$ cat config.mk
export PLATFORM = sky130hd
export DESIGN_NAME = gear_selector_conditioner
export DESIGN_NICKNAME = d
export VERILOG_FILES = /design/src/rtl/gear_selector_conditioner.sv
export SDC_FILE = /design/constraint.sdc
export NUM_CORES = 1
export LEC_CHECK = 0
export ABC_AREA = 0
export CORE_UTILIZATION = 30
export CTS_CLUSTER_SIZE = 28
export DETAILED_ROUTE_END_ITERATION = 10
export PLACE_DENSITY_LB_ADDON = 0.08
export SYNTH_ARGS = -nofsm -noshare
export SYNTH_HDL_FRONTEND = slang
export SYNTH_SLANG_ARGS = --single-unit
$ cat constraint.sdc
create_clock -name clk -period 2.9 [get_ports clk]
set_input_delay 0.29 -clock clk [delete_from_list [all_inputs] [get_ports clk]]
set_output_delay 0.29 -clock clk [all_outputs]
set_load 0.02 [all_outputs]
$ cat src/rtl/gear_selector_conditioner.sv
// rtl/gear_selector_conditioner.sv - lever synchronizer, debouncer and one-hot validator for the gear FSM
//
// Purpose:
//   Turns the raw, bouncing gear-lever contacts {P,R,N,D} into a clean one-hot
//   selector bus. Holds the last legal gear between detents, flags multi-contact
//   faults and (optionally) refuses Park exits without the brake applied.
//
// Ports:
//   clk        system clock
//   rst_n      asynchronous reset, active-low
//   raw_sw     raw lever contacts {P,R,N,D}, asynchronous, active-high
//   brake      brake pedal level, asynchronous, active-high
//   sw         clean one-hot gear {P,R,N,D}
//   changed    one-cycle pulse when sw takes a new value
//   fault      multi-contact fault, level
//   interlock  one-cycle pulse when a Park exit is refused
//
// Build option:
//   GEAR_BRAKE_INTERLOCK_EN - when defined, leaving Park needs the brake pressed.
//   When undefined, brake is ignored and interlock is always 0.

module gear_selector_conditioner #(
    parameter int DEBOUNCE_CYCLES = 16,
    parameter int FAULT_CYCLES    = 64,
    parameter int CNT_W           = 8
) (
    input  logic       clk,
    input  logic       rst_n,
    input  logic [3:0] raw_sw,
    input  logic       brake,
    output logic [3:0] sw,
    output logic       changed,
    output logic       fault,
    output logic       interlock
);

    localparam logic [3:0]       PARK    = 4'b1000;
    localparam logic [CNT_W-1:0] DEB_MAX = CNT_W'(DEBOUNCE_CYCLES - 1);
    localparam logic [CNT_W-1:0] FLT_MAX = CNT_W'(FAULT_CYCLES);

    typedef enum logic [1:0] {
        ST_WAIT,
        ST_ONEHOT,
        ST_GAP,
        ST_MULTI
    } state_t;

    // ------------------------------------------------------------------
    // Two-flop synchronizers
    // ------------------------------------------------------------------
    logic [3:0] sw_meta;
    logic [3:0] s_sw;

    always_ff @(posedge clk or negedge rst_n) begin
        if (!rst_n) begin
            sw_meta <= '0;
            s_sw    <= '0;
        end else begin
            sw_meta <= raw_sw;
            s_sw    <= sw_meta;
        end
    end

    logic park_exit_ok;

`ifdef GEAR_BRAKE_INTERLOCK_EN
    logic brake_meta;
    logic s_brake;

    always_ff @(posedge clk or negedge rst_n) begin
        if (!rst_n) begin
            brake_meta <= 1'b0;
            s_brake    <= 1'b0;
        end else begin
            brake_meta <= brake;
            s_brake    <= brake_meta;
        end
    end

    // Only a move out of Park into another gear needs the brake.
    assign park_exit_ok = (sw != PARK) || (s_sw == PARK) || s_brake;
`else
    logic unused_brake;
    assign unused_brake = brake;
    assign park_exit_ok = 1'b1;
`endif

    // ------------------------------------------------------------------
    // Debounce: count consecutive cycles with an unchanged vector
    // ------------------------------------------------------------------
    logic [3:0]       prev;
    logic [CNT_W-1:0] db_cnt;
    logic             stable;

    always_ff @(posedge clk or negedge rst_n) begin
        if (!rst_n) begin
            prev   <= '0;
            db_cnt <= '0;
        end else begin
            prev <= s_sw;
            if (s_sw != prev) begin
                db_cnt <= '0;
            end else if (db_cnt != DEB_MAX) begin
                db_cnt <= db_cnt + CNT_W'(1);
            end
        end
    end

    // The counter saturates at DEB_MAX, so acceptance persists until s_sw moves.
    assign stable = (s_sw == prev) && (db_cnt == DEB_MAX);

    // ------------------------------------------------------------------
    // Vector classification
    // ------------------------------------------------------------------
    logic is_onehot;
    logic is_gap;

    always_comb begin
        is_onehot = 1'b0;
        is_gap    = 1'b0;
        case (s_sw)
            4'b1000, 4'b0100, 4'b0010, 4'b0001: is_onehot = 1'b1;
            4'b0000:                            is_gap    = 1'b1;
            default:                            ;
        endcase
    end

    // ------------------------------------------------------------------
    // State machine
    // ------------------------------------------------------------------
    state_t           state, state_n;
    logic [3:0]       sw_n;
    logic             changed_n;
    logic             fault_n;
    logic             interlock_n;
    logic [CNT_W-1:0] fault_cnt, fault_cnt_n;

    always_ff @(posedge clk or negedge rst_n) begin
        if (!rst_n) begin
            state     <= ST_WAIT;
            sw        <= PARK;
            changed   <= 1'b0;
            fault     <= 1'b0;
            interlock <= 1'b0;
            fault_cnt <= '0;
        end else begin
            state     <= state_n;
            sw        <= sw_n;
            changed   <= changed_n;
            fault     <= fault_n;
            interlock <= interlock_n;
            fault_cnt <= fault_cnt_n;
        end
    end

    always_comb begin
        state_n     = state;
        sw_n        = sw;
        fault_n     = fault;
        interlock_n = 1'b0;
        fault_cnt_n = '0;

        if (!stable) begin
            state_n = ST_WAIT;
        end else begin
            // Multi-contact time is counted from the first accepted cycle,
            // including the one that classifies the vector out of WAIT.
            if (!is_onehot && !is_gap) begin
                fault_cnt_n = (fault_cnt == FLT_MAX) ? fault_cnt : fault_cnt + CNT_W'(1);
                if (fault_cnt_n == FLT_MAX) begin
                    fault_n = 1'b1;
                end
            end

            // A decision is taken once per stable run; the classified states
            // just wait for the lever to move, so a refused Park exit is not
            // retried or re-pulsed while the lever is held.
            if (state == ST_WAIT) begin
                if (is_onehot) begin
                    state_n = ST_ONEHOT;
                    if (s_sw == PARK) begin
                        fault_n = 1'b0;
                    end
                    if (s_sw != sw) begin
                        if (park_exit_ok) begin
                            sw_n = s_sw;
                        end else begin
                            interlock_n = 1'b1;
                        end
                    end
                end else if (is_gap) begin
                    state_n = ST_GAP;
                end else begin
                    state_n = ST_MULTI;
                end
            end
        end

        // A latched fault pins the selector to Park.
        if (fault_n) begin
            sw_n        = PARK;
            interlock_n = 1'b0;
        end

        changed_n = (sw_n != sw);
    end

endmodule

==> results.sh, run 1 <==
export IMPL_syn2layout_area_growth_pct=13.97
export IMPL_cts_made_buffers=5
export IMPL_async_flop_share=1.000
export IMPL_grt_pass1_wl_um=5395
export IMPL_maxCapViolCount=0
export IMPL_p_switching_mw=0.2042
export IMPL_crit_required_ps=3120
export IMPL_utilization=0.3607
export IMPL_grt_max_degree=37
export IMPL_post_route_drc_count=0
export IMPL_fin_cells=249
export IMPL_hold_class="input port to async pin"
export IMPL_cp_start_kind="flop"
export IMPL_synthAdderAreaFrac=0.02695
export IMPL_vias_per_cell=4.867
export IMPL_fin_setup_tns_ps=0
export IMPL_io_buffers=11
export IMPL_period_minus_slack_ps=2358
export IMPL_dieArea_um2=6191
export IMPL_power_mw=0.9217
export IMPL_grt_pass1_vias=1167
export IMPL_synth_compound_area_share=0.09716
export IMPL_endpoint_kind="flop"
export IMPL_power_density_nw_per_um2=458.4
export IMPL_final_max_slew_violation_count=0
export IMPL_floorplan_initialDensity=0.3165
export IMPL_cp_max_fo=10
export IMPL_syn_nets=174
export IMPL_skew_ps=3.324
export IMPL_wirelength_um=3103
export IMPL_ctsHoldBuffers=0
export IMPL_holdWs_ps=98.68
export IMPL_cts_setup_buffers=0
export IMPL_vias=1212
export IMPL_cts_sinks=36
export IMPL_sequentialPowerShare=0.566
export IMPL_hold_viol=0
export IMPL_combPwrFrac=0.043
export IMPL_ys_top_cells_by_area="dfrtp_1, xnor2_1, nor2_1"
export IMPL_synth_mux_area_frac=0.01702
export IMPL_p_sw_frac=0.2216
export IMPL_cts_resized_gates=0
export IMPL_dpl_instance_area_um2=1918
export IMPL_status="completed"
export IMPL_drive_above_1_share=0.1243
export IMPL_finalInstanceArea_um2=2011
export IMPL_p_int_mw=0.7175
export IMPL_synth_top_cell_area_share=0.4965
export IMPL_synth_edff_count=0
export IMPL_place_congestion=0.7103
export IMPL_syn_cell_area_um2=1764
export IMPL_drt_iter0_markers=44
export IMPL_critPathKind="flop to flop"
export IMPL_core_area_um2=5574
export IMPL_die_w_um=78.69
export IMPL_place_inst=241
export IMPL_dpl_hpwl_um=2178
export IMPL_synth_top_family_by_area="simple AND/OR/NAND/NOR gates"
export IMPL_cts_tree="built"
export IMPL_wl_per_cell_um=12.46
export IMPL_synth_cell_type_count=45
export IMPL_max_freq_mhz=424.1
export IMPL_leakagePower_nw=0.8817
export IMPL_cts_root_buf="clkbuf_8"
export IMPL_place_ws_ps=482.7
export IMPL_synth_top_area_cell="dfrtp_1"
export IMPL_tightest_slew_ps=828.1
export IMPL_synthSimpleGateAreaFrac=0.2156
export IMPL_multiInputGateArea_um2=798.3
export IMPL_nFillCells=557
export IMPL_die_h_um=78.69
export IMPL_min_period_over_period=0.8130
export IMPL_setup_ws_ps=542.2
export IMPL_synth_cells=164
export IMPL_grt_antenna_before_repair=0
export IMPL_synth_flop_cell="dfrtp_1"
export IMPL_grt_overflow=0
export IMPL_ir_worst_vdd_mv=0.1725
export IMPL_n_antenna_cell=0
export IMPL_ant_nets=0
export IMPL_relSlewSlack=0.4479
export IMPL_cts_buffer_depth=2
export IMPL_avgSynthCellArea_um2=10.76
export IMPL_rsz0062_at_grt="no"
export IMPL_final_nets=186
export IMPL_clkLatencyLatePin_ps=280
export IMPL_h_tree_depth=2
export IMPL_clk_pin_slew_ps=70
export IMPL_dr_pass1_iters=4
export IMPL_synth_xor_area_share=0.09362
export IMPL_ys_seq_area_frac=0.5113
export IMPL_crit_arrival_ps=2580
export IMPL_ys_ff_latch=36
export IMPL_ios=14
export IMPL_grt_usage=0.1130
export IMPL_ys_warn_count=0
export IMPL_setup_viol=0
export IMPL_p_clk_frac=0.392
export IMPL_rows=27
export IMPL_seqCellArea_um2=902.1
power groups by stage:
| stage | Combinational, mW | Clock, mW | Sequential [mW] |
|---|---|---|---|
| global route | 0.0447 | 0.403 | 0.523 |
| global placement | 0.0394 | 0 | 0.531 |
| detailed placement | 0.0405 | 0 | 0.531 |
| floorplan | 0.0268 | 0 | 0.526 |
| CTS | 0.0407 | 0.385 | 0.521 |
| finish | 0.0393 | 0.361 | 0.521 |
worst max-delay path, cell delays in order (launching register included):
cell	delay, ps
dfrtp_1	490
xnor2_1	220
nand4_2	290
nor4_2	470
a41oi_1	240
nor2_1	340
o21ai_0	150
nand3_1	90
final cells by class:
| cell class | count | area share |
|---|---|---|
| Clock inverter | 2 | 0.004978 |
| Clock buffer | 6 | 0.04107 |
| Sequential cell | 36 | 0.4487 |
| Tap cell | 72 | 0.04480 |
| Inverter | 6 | 0.01120 |
| Multi-Input combinational cell | 116 | 0.3970 |
| Timing Repair Buffer | 11 | 0.05227 |
kinds of logic (layout without fill, tap and decap cells):
family,count (synthesis),in the layout
adders and majority gates,4,4
xor gates and xnor gates,18,18
DFF,36,36
and+or+nand+nor,65,65
muxes,3,3
other,1,1
buffers and inverters,12,25
AOI/OAI and AO/OA,25,25
synth_stat cells (all sizes together), types with 2 or more instances:
cell type / n
a21oi: 8
mux2i: 3
o21ai: 4
and2: 3
nor3: 4
clkbuf: 2
nand2: 8
a31oi: 2
o22ai: 3
nor4: 3
xor2: 6
nor2: 23
or3: 3
buf: 4
xnor2: 12
inv: 6
nor2b: 2
nand4: 4
nand3: 6
ha: 3
dfrtp: 35
and3: 4
final timing paths:
path                            start         to  slack, ps  depth (start not counted)
max                           s_sw[2]    changed        540                          7
min                             rst_n  db_cnt[2]        100                          1
max reg2reg                   s_sw[2]    changed        540                          7
min reg2reg                sw_meta[2]    s_sw[2]        350                          0
max in group asynchronous       rst_n    prev[2]       2270                          1
min in group clk           sw_meta[2]    s_sw[2]        350                          0
placed cells by master, fill, tap and decap left out, types with 2 or more instances in the layout:
| cell | instances |
|---|---|
| o21ai_0 | 4 |
| nand4_1 | 2 |
| xnor2_1 | 11 |
| a21oi_1 | 7 |
| nor4_2 | 2 |
| nand3_1 | 6 |
| and2_1 | 3 |
| inv_1 | 6 |
| clkdlybuf4s50_1 | 10 |
| dfrtp_1 | 35 |
| a31oi_1 | 2 |
| nor2b_1 | 2 |
| nor2_1 | 23 |
| and3_1 | 4 |
| nor3_1 | 4 |
| clkinv_2 | 2 |
| mux2i_1 | 3 |
| clkbuf_8 | 6 |
| or3_1 | 3 |
| nand2_1 | 8 |
| o22ai_1 | 2 |
| ha_1 | 3 |
| xor2_1 | 6 |
sequential cells by signal, summed over array words and instances (netlist names):
register,flops
changed,1
fault_cnt,8
sw_meta,4
s_sw,4
prev,4
fault,1
state,2
sw,4
db_cnt,8
metal layers:
metal | track usage | routed length (um) | up-vias
met3 | 0.03837 | 105 | 5
met4 | 0.04444 | 35 | 0
met5 | 0 | 0 | -
li1 | - | - | 593
met1 | 0.1392 | 1517 | 595
met2 | 0.1809 | 1445 | 19
(Power assumes the default switching activity.)
==> run 2: changes to the inputs <==
- clock period: 2.9 -> 2.4 ns (I/O delays scaled with it)
==> run 2 against run 1 <==
Critical path type unchanged. Critical endpoint is now sw[1]. Power rose by 21%. Die area unchanged. Clock skew rose by 3.2 ps. Cell count grew 1.2%. Count of clock-buffer cells in the layout increased by 2. Via count down 1.2%.
==> results.sh, run 2 (same netlist as run 1, synthesis figures left out) <==
export IMPL_clkLatencyLatePin_ps=280
export IMPL_skew_ps=6.535
export IMPL_layout_commonest_cell="dfrtp_1"
export IMPL_reg_largest_list="db_cnt (8), fault_cnt (8)"
export IMPL_final_max_slew_violation_count=0
export IMPL_fin_setup_tns_ps=0
export IMPL_cts_setup_buffers=0
export IMPL_dr_pass1_iters=4
export IMPL_crit_arrival_ps=2370
export IMPL_critPathKind="flop to flop"
export IMPL_die_w_um=78.69
export IMPL_grt_antenna_before_repair=0
export IMPL_power_mw=1.114
export IMPL_ctsHoldBuffers=0
export IMPL_reg2reg_depth=6
export IMPL_cts_buffer_depth=2
export IMPL_cts_resized_gates=0
export IMPL_min_period_over_period=0.9160
export IMPL_ios=14
export IMPL_die_h_um=78.69
export IMPL_cts_made_buffers=5
export IMPL_p_clk_frac=0.392
export IMPL_power_density_nw_per_um2=546.6
export IMPL_grt_pass1_wl_um=5720
export IMPL_endpoint_kind="flop"
export IMPL_ff2ff_setup_slack_ps=200
export IMPL_place_congestion=0.7106
export IMPL_grt_pass1_vias=1263
export IMPL_dieArea_um2=6191
export IMPL_p_int_mw=0.8733
export IMPL_hold_class="input port to async pin"
export IMPL_cts_root_buf="clkbuf_8"
export IMPL_core_area_um2=5574
export IMPL_syn2layout_area_growth_pct=15.53
export IMPL_leakagePower_nw=0.8916
export IMPL_wirelength_um=3088
export IMPL_setup_viol=0
export IMPL_rows=27
export IMPL_period_minus_slack_ps=2198
export IMPL_grt_max_degree=37
export IMPL_tightest_slew_ps=801.7
export IMPL_sequentialPowerShare=0.565
export IMPL_clk_pin_slew_ps=70
export IMPL_crit_required_ps=2570
export IMPL_p_switching_mw=0.2408
export IMPL_final_cell_mix="dfrtp_1, nor2_1, xnor2_1, clkdlybuf4s50_1, nand2_1"
export IMPL_max_freq_mhz=454.9
export IMPL_cts_sinks=36
export IMPL_cts_tree="built"
export IMPL_grt_overflow=0
export IMPL_h_tree_depth=2
export IMPL_hold_viol=0
export IMPL_holdWs_ps=45.99
export IMPL_wl_per_cell_um=12.25
export IMPL_combPwrFrac=0.043
export IMPL_n_antenna_cell=0
export IMPL_cp_max_fo=8
export IMPL_drive_above_1_share=0.1333
export IMPL_drt_iter0_markers=39
export IMPL_post_route_drc_count=0
export IMPL_vias=1198
export IMPL_rsz0062_at_grt="no"
export IMPL_nFillCells=562
export IMPL_grt_usage=0.1185
export IMPL_p_sw_frac=0.2162
export IMPL_maxCapViolCount=0
export IMPL_dpl_hpwl_um=2178
export IMPL_ir_worst_vdd_mv=0.2879
export IMPL_cp_start_kind="flop"
export IMPL_relSlewSlack=0.4655
export IMPL_final_nets=189
export IMPL_io_buffers=11
export IMPL_vias_per_cell=4.754
export IMPL_floorplan_initialDensity=0.3165
export IMPL_status="completed"
export IMPL_ant_nets=0
[run 2: stage by stage]
step,setup slack [ps],utilization,std cells,instance area [um^2]
global route,53.43,0.3657,252,2038
global placement,216.3,0.3481,244,1941
detailed placement,216.2,0.3481,244,1941
floorplan,267.8,-,164,1764
CTS,194.7,0.3643,252,2031
finish,201.7,0.3657,252,2038
[run 2: per-layer routing]
layer / routed length [um] / share of wire / track usage
met2: 1453 / 0.47 / 0.1948
met4: 21 / 0.0068 / 0.04444
met3: 94 / 0.030 / 0.03488
met1: 1519 / 0.49 / 0.1459
met5: 0 / 0 / 0
[run 2: final timing paths]
path                            start            to
setup / recovery            db_cnt[4]         sw[1]
hold / removal                  rst_n  fault_cnt[3]
setup reg to reg            db_cnt[4]         sw[1]
hold reg to reg            sw_meta[2]       s_sw[2]
max in group asynchronous       rst_n         sw[0]
min in group clk           sw_meta[2]       s_sw[2]
[run 2: worst max-delay path, cell delays in order (launching register included)]
cell     delay [ps]
dfrtp_1         460
nor4_4          350
nand4_4         190
or2_4           290
or4_4           560
mux2i_1         170
nor2_1           60
[run 2: power by group through the flow]
| stage | Sequential, mW | Combinational, mW | Clock (mW) |
|---|---|---|---|
| after floorplan | 0.635 | 0.0324 | 0 |
| after global placement | 0.642 | 0.0486 | 0 |
| after detailed placement | 0.642 | 0.0498 | 0 |
| after CTS | 0.630 | 0.0498 | 0.463 |
| after global routing | 0.632 | 0.0543 | 0.491 |
| final | 0.630 | 0.0477 | 0.436 |
[run 2: area by class of cell]
| class | count | area [um^2] | area share |
|---|---|---|---|
| sequential | 36 | 902.1 | 0.4426 |
| multi-input combinational | 116 | 805.8 | 0.3953 |
| timing repair buffer | 14 | 127.6 | 0.06262 |
| clock buffer | 8 | 90.09 | 0.04420 |
| tap | 72 | 90.09 | 0.04420 |
| inverter | 6 | 22.52 | 0.01105 |
==> run 3: changes to the inputs <==
- CELL_PAD_IN_SITES_DETAIL_PLACEMENT: unset -> 0
- CELL_PAD_IN_SITES_GLOBAL_PLACEMENT: unset -> 1
==> run 3 against run 2 <==
Hold slack worse by 12 ps. Highest routed layer unchanged. Combinational power up 4%. Power up 9.5%. Count of clock-buffer cells in the layout down 3. Critical path type unchanged. Critical path depth up 1. Cell count up 0.40%. Clock skew up 1.2 ps.
==> results.sh, run 3 (same netlist as run 1, synthesis figures left out) <==
export IMPL_status="completed"
export IMPL_maxCapViolCount=0
export IMPL_r2r_start="db_cnt[5]"
export IMPL_grt_overflow=0
export IMPL_cts_resized_gates=0
export IMPL_place_congestion=0.7469
export IMPL_fin_cells=253
export IMPL_dieArea_um2=6191
export IMPL_floorplan_initialDensity=0.3165
export IMPL_wirelength_um=3244
export IMPL_setup_viol=0
export IMPL_p_sw_frac=0.2193
export IMPL_cts_setup_buffers=0
export IMPL_post_route_drc_count=0
export IMPL_die_w_um=78.69
export IMPL_drt_iter0_markers=40
export IMPL_p_switching_mw=0.2675
export IMPL_die_h_um=78.69
export IMPL_nFillCells=572
export IMPL_dr_pass1_iters=4
export IMPL_holdWs_ps=33.87
export IMPL_min_period_over_period=0.9176
export IMPL_vias_per_cell=4.680
export IMPL_critPathKind="flop to flop"
export IMPL_period_minus_slack_ps=2202
export IMPL_power_density_nw_per_um2=591.1
export IMPL_layout_commonest_cell="dfrtp_1"
export IMPL_reg2reg_depth=7
export IMPL_hold_viol=0
export IMPL_cp_max_fo=8
export IMPL_cts_sinks=36
export IMPL_ios=14
export IMPL_relSlewSlack=0.4684
export IMPL_ff2ff_setup_slack_ps=200
export IMPL_ir_worst_vdd_mv=0.2534
export IMPL_grt_usage=0.1202
export IMPL_setup_ws_ps=197.8
export IMPL_hold_class="input port to async pin"
export IMPL_grt_pass1_vias=1215
export IMPL_cts_made_buffers=5
export IMPL_cts_tree="built"
export IMPL_place_inst=245
export IMPL_endpoint_kind="flop"
export IMPL_leakagePower_nw=0.9059
export IMPL_core_area_um2=5574
export IMPL_grt_antenna_before_repair=0
export IMPL_wl_per_cell_um=12.82
export IMPL_max_freq_mhz=454.1
export IMPL_p_int_mw=0.9522
export IMPL_vias=1184
export IMPL_final_max_slew_violation_count=0
export IMPL_cts_buffer_depth=2
export IMPL_syn2layout_area_growth_pct=16.95
export IMPL_combPwrFrac=0.041
export IMPL_finalInstanceArea_um2=2063
export IMPL_cp_endpoint="changed"
export IMPL_final_nets=190
export IMPL_cp_start_kind="flop"
export IMPL_crit_arrival_ps=2430
export IMPL_io_buffers=11
export IMPL_grt_pass1_wl_um=5664
export IMPL_tightest_slew_ps=797.4
export IMPL_sequentialPowerShare=0.516
export IMPL_h_tree_depth=2
export IMPL_rsz0062_at_grt="no"
export IMPL_rows=27
export IMPL_clkLatencyLatePin_ps=290
export IMPL_fin_setup_tns_ps=0
export IMPL_p_clk_frac=0.443
export IMPL_seqCellArea_um2=902.1
export IMPL_ctsHoldBuffers=0
export IMPL_rr_endpoint="changed"
export IMPL_reg_largest_list="db_cnt (8), fault_cnt (8)"
export IMPL_clk_pin_slew_ps=80
export IMPL_dpl_instance_area_um2=1948
export IMPL_final_cell_mix="dfrtp_1, nor2_1, xnor2_1, clkdlybuf4s50_1, nand2_1"
export IMPL_cts_root_buf="clkbuf_8"
export IMPL_crit_required_ps=2630
export IMPL_place_ws_ps=196.3
export IMPL_crit_path_start="db_cnt[5]"
export IMPL_dpl_hpwl_um=2234
export IMPL_drive_above_1_share=0.1436
export IMPL_grt_max_degree=37
export IMPL_skew_ps=7.724
export IMPL_multiInputGateArea_um2=798.3
export IMPL_n_antenna_cell=0
export IMPL_ant_nets=0
run 3: critical path, stage by stage, from the launching register on:
cell and delay [ps]:
dfrtp_1 440, nor4_4 380, nand4_4 190, or2_4 290
or4_4 560, o22ai_2 140, a2bb2oi_1 80, nand3_1 60
run 3: cell type report:
class                           count  area share
Tap cell                           72     0.04366
Clock buffer                        5     0.03335
Multi-Input combinational cell    116      0.3869
Clock inverter                      3     0.02244
Sequential cell                    36      0.4372
Inverter                            6     0.01092
Timing Repair Buffer               15     0.06549
run 3: worst min path at each step:
stage	start	endpoint	slack, ps	cells past startpoint
floorplan	rst_n	changed	-60	0
global placement	sw_meta[1]	s_sw[1]	330	0
detailed placement	sw_meta[1]	s_sw[1]	330	0
CTS	rst_n	fault_cnt[7]	70	1
global route	rst_n	fault_cnt[7]	110	1
finish	rst_n	fault_cnt[7]	30	1
run 3: layer usage:
metal  part of all wire  global-route usage
met4             0.0077             0.03889
met5                  0                   0
met1               0.48              0.1498
met2               0.48              0.1930
met3              0.032             0.04186
run 3: metrics by stage:
stage / utilization / total power, mW
2_1_floorplan: - / 0.6678
4_1_cts: 0.3701 / 1.246
3_5_place_dp: 0.3495 / 0.6932
3_3_place_gp: 0.3495 / 0.6916
6_report: 0.3701 / 1.220
5_1_grt: 0.3701 / 1.288
run 3: power by group through the flow:
| stage | combinational [mW] | clock (mW) | sequential, mW |
|---|---|---|---|
| final | 0.0494 | 0.541 | 0.630 |
| after global routing | 0.0562 | 0.600 | 0.632 |
| after global placement | 0.0505 | 0 | 0.641 |
| after CTS | 0.0516 | 0.565 | 0.630 |
| after detailed placement | 0.0511 | 0 | 0.642 |
| after floorplan | 0.0324 | 0 | 0.635 |
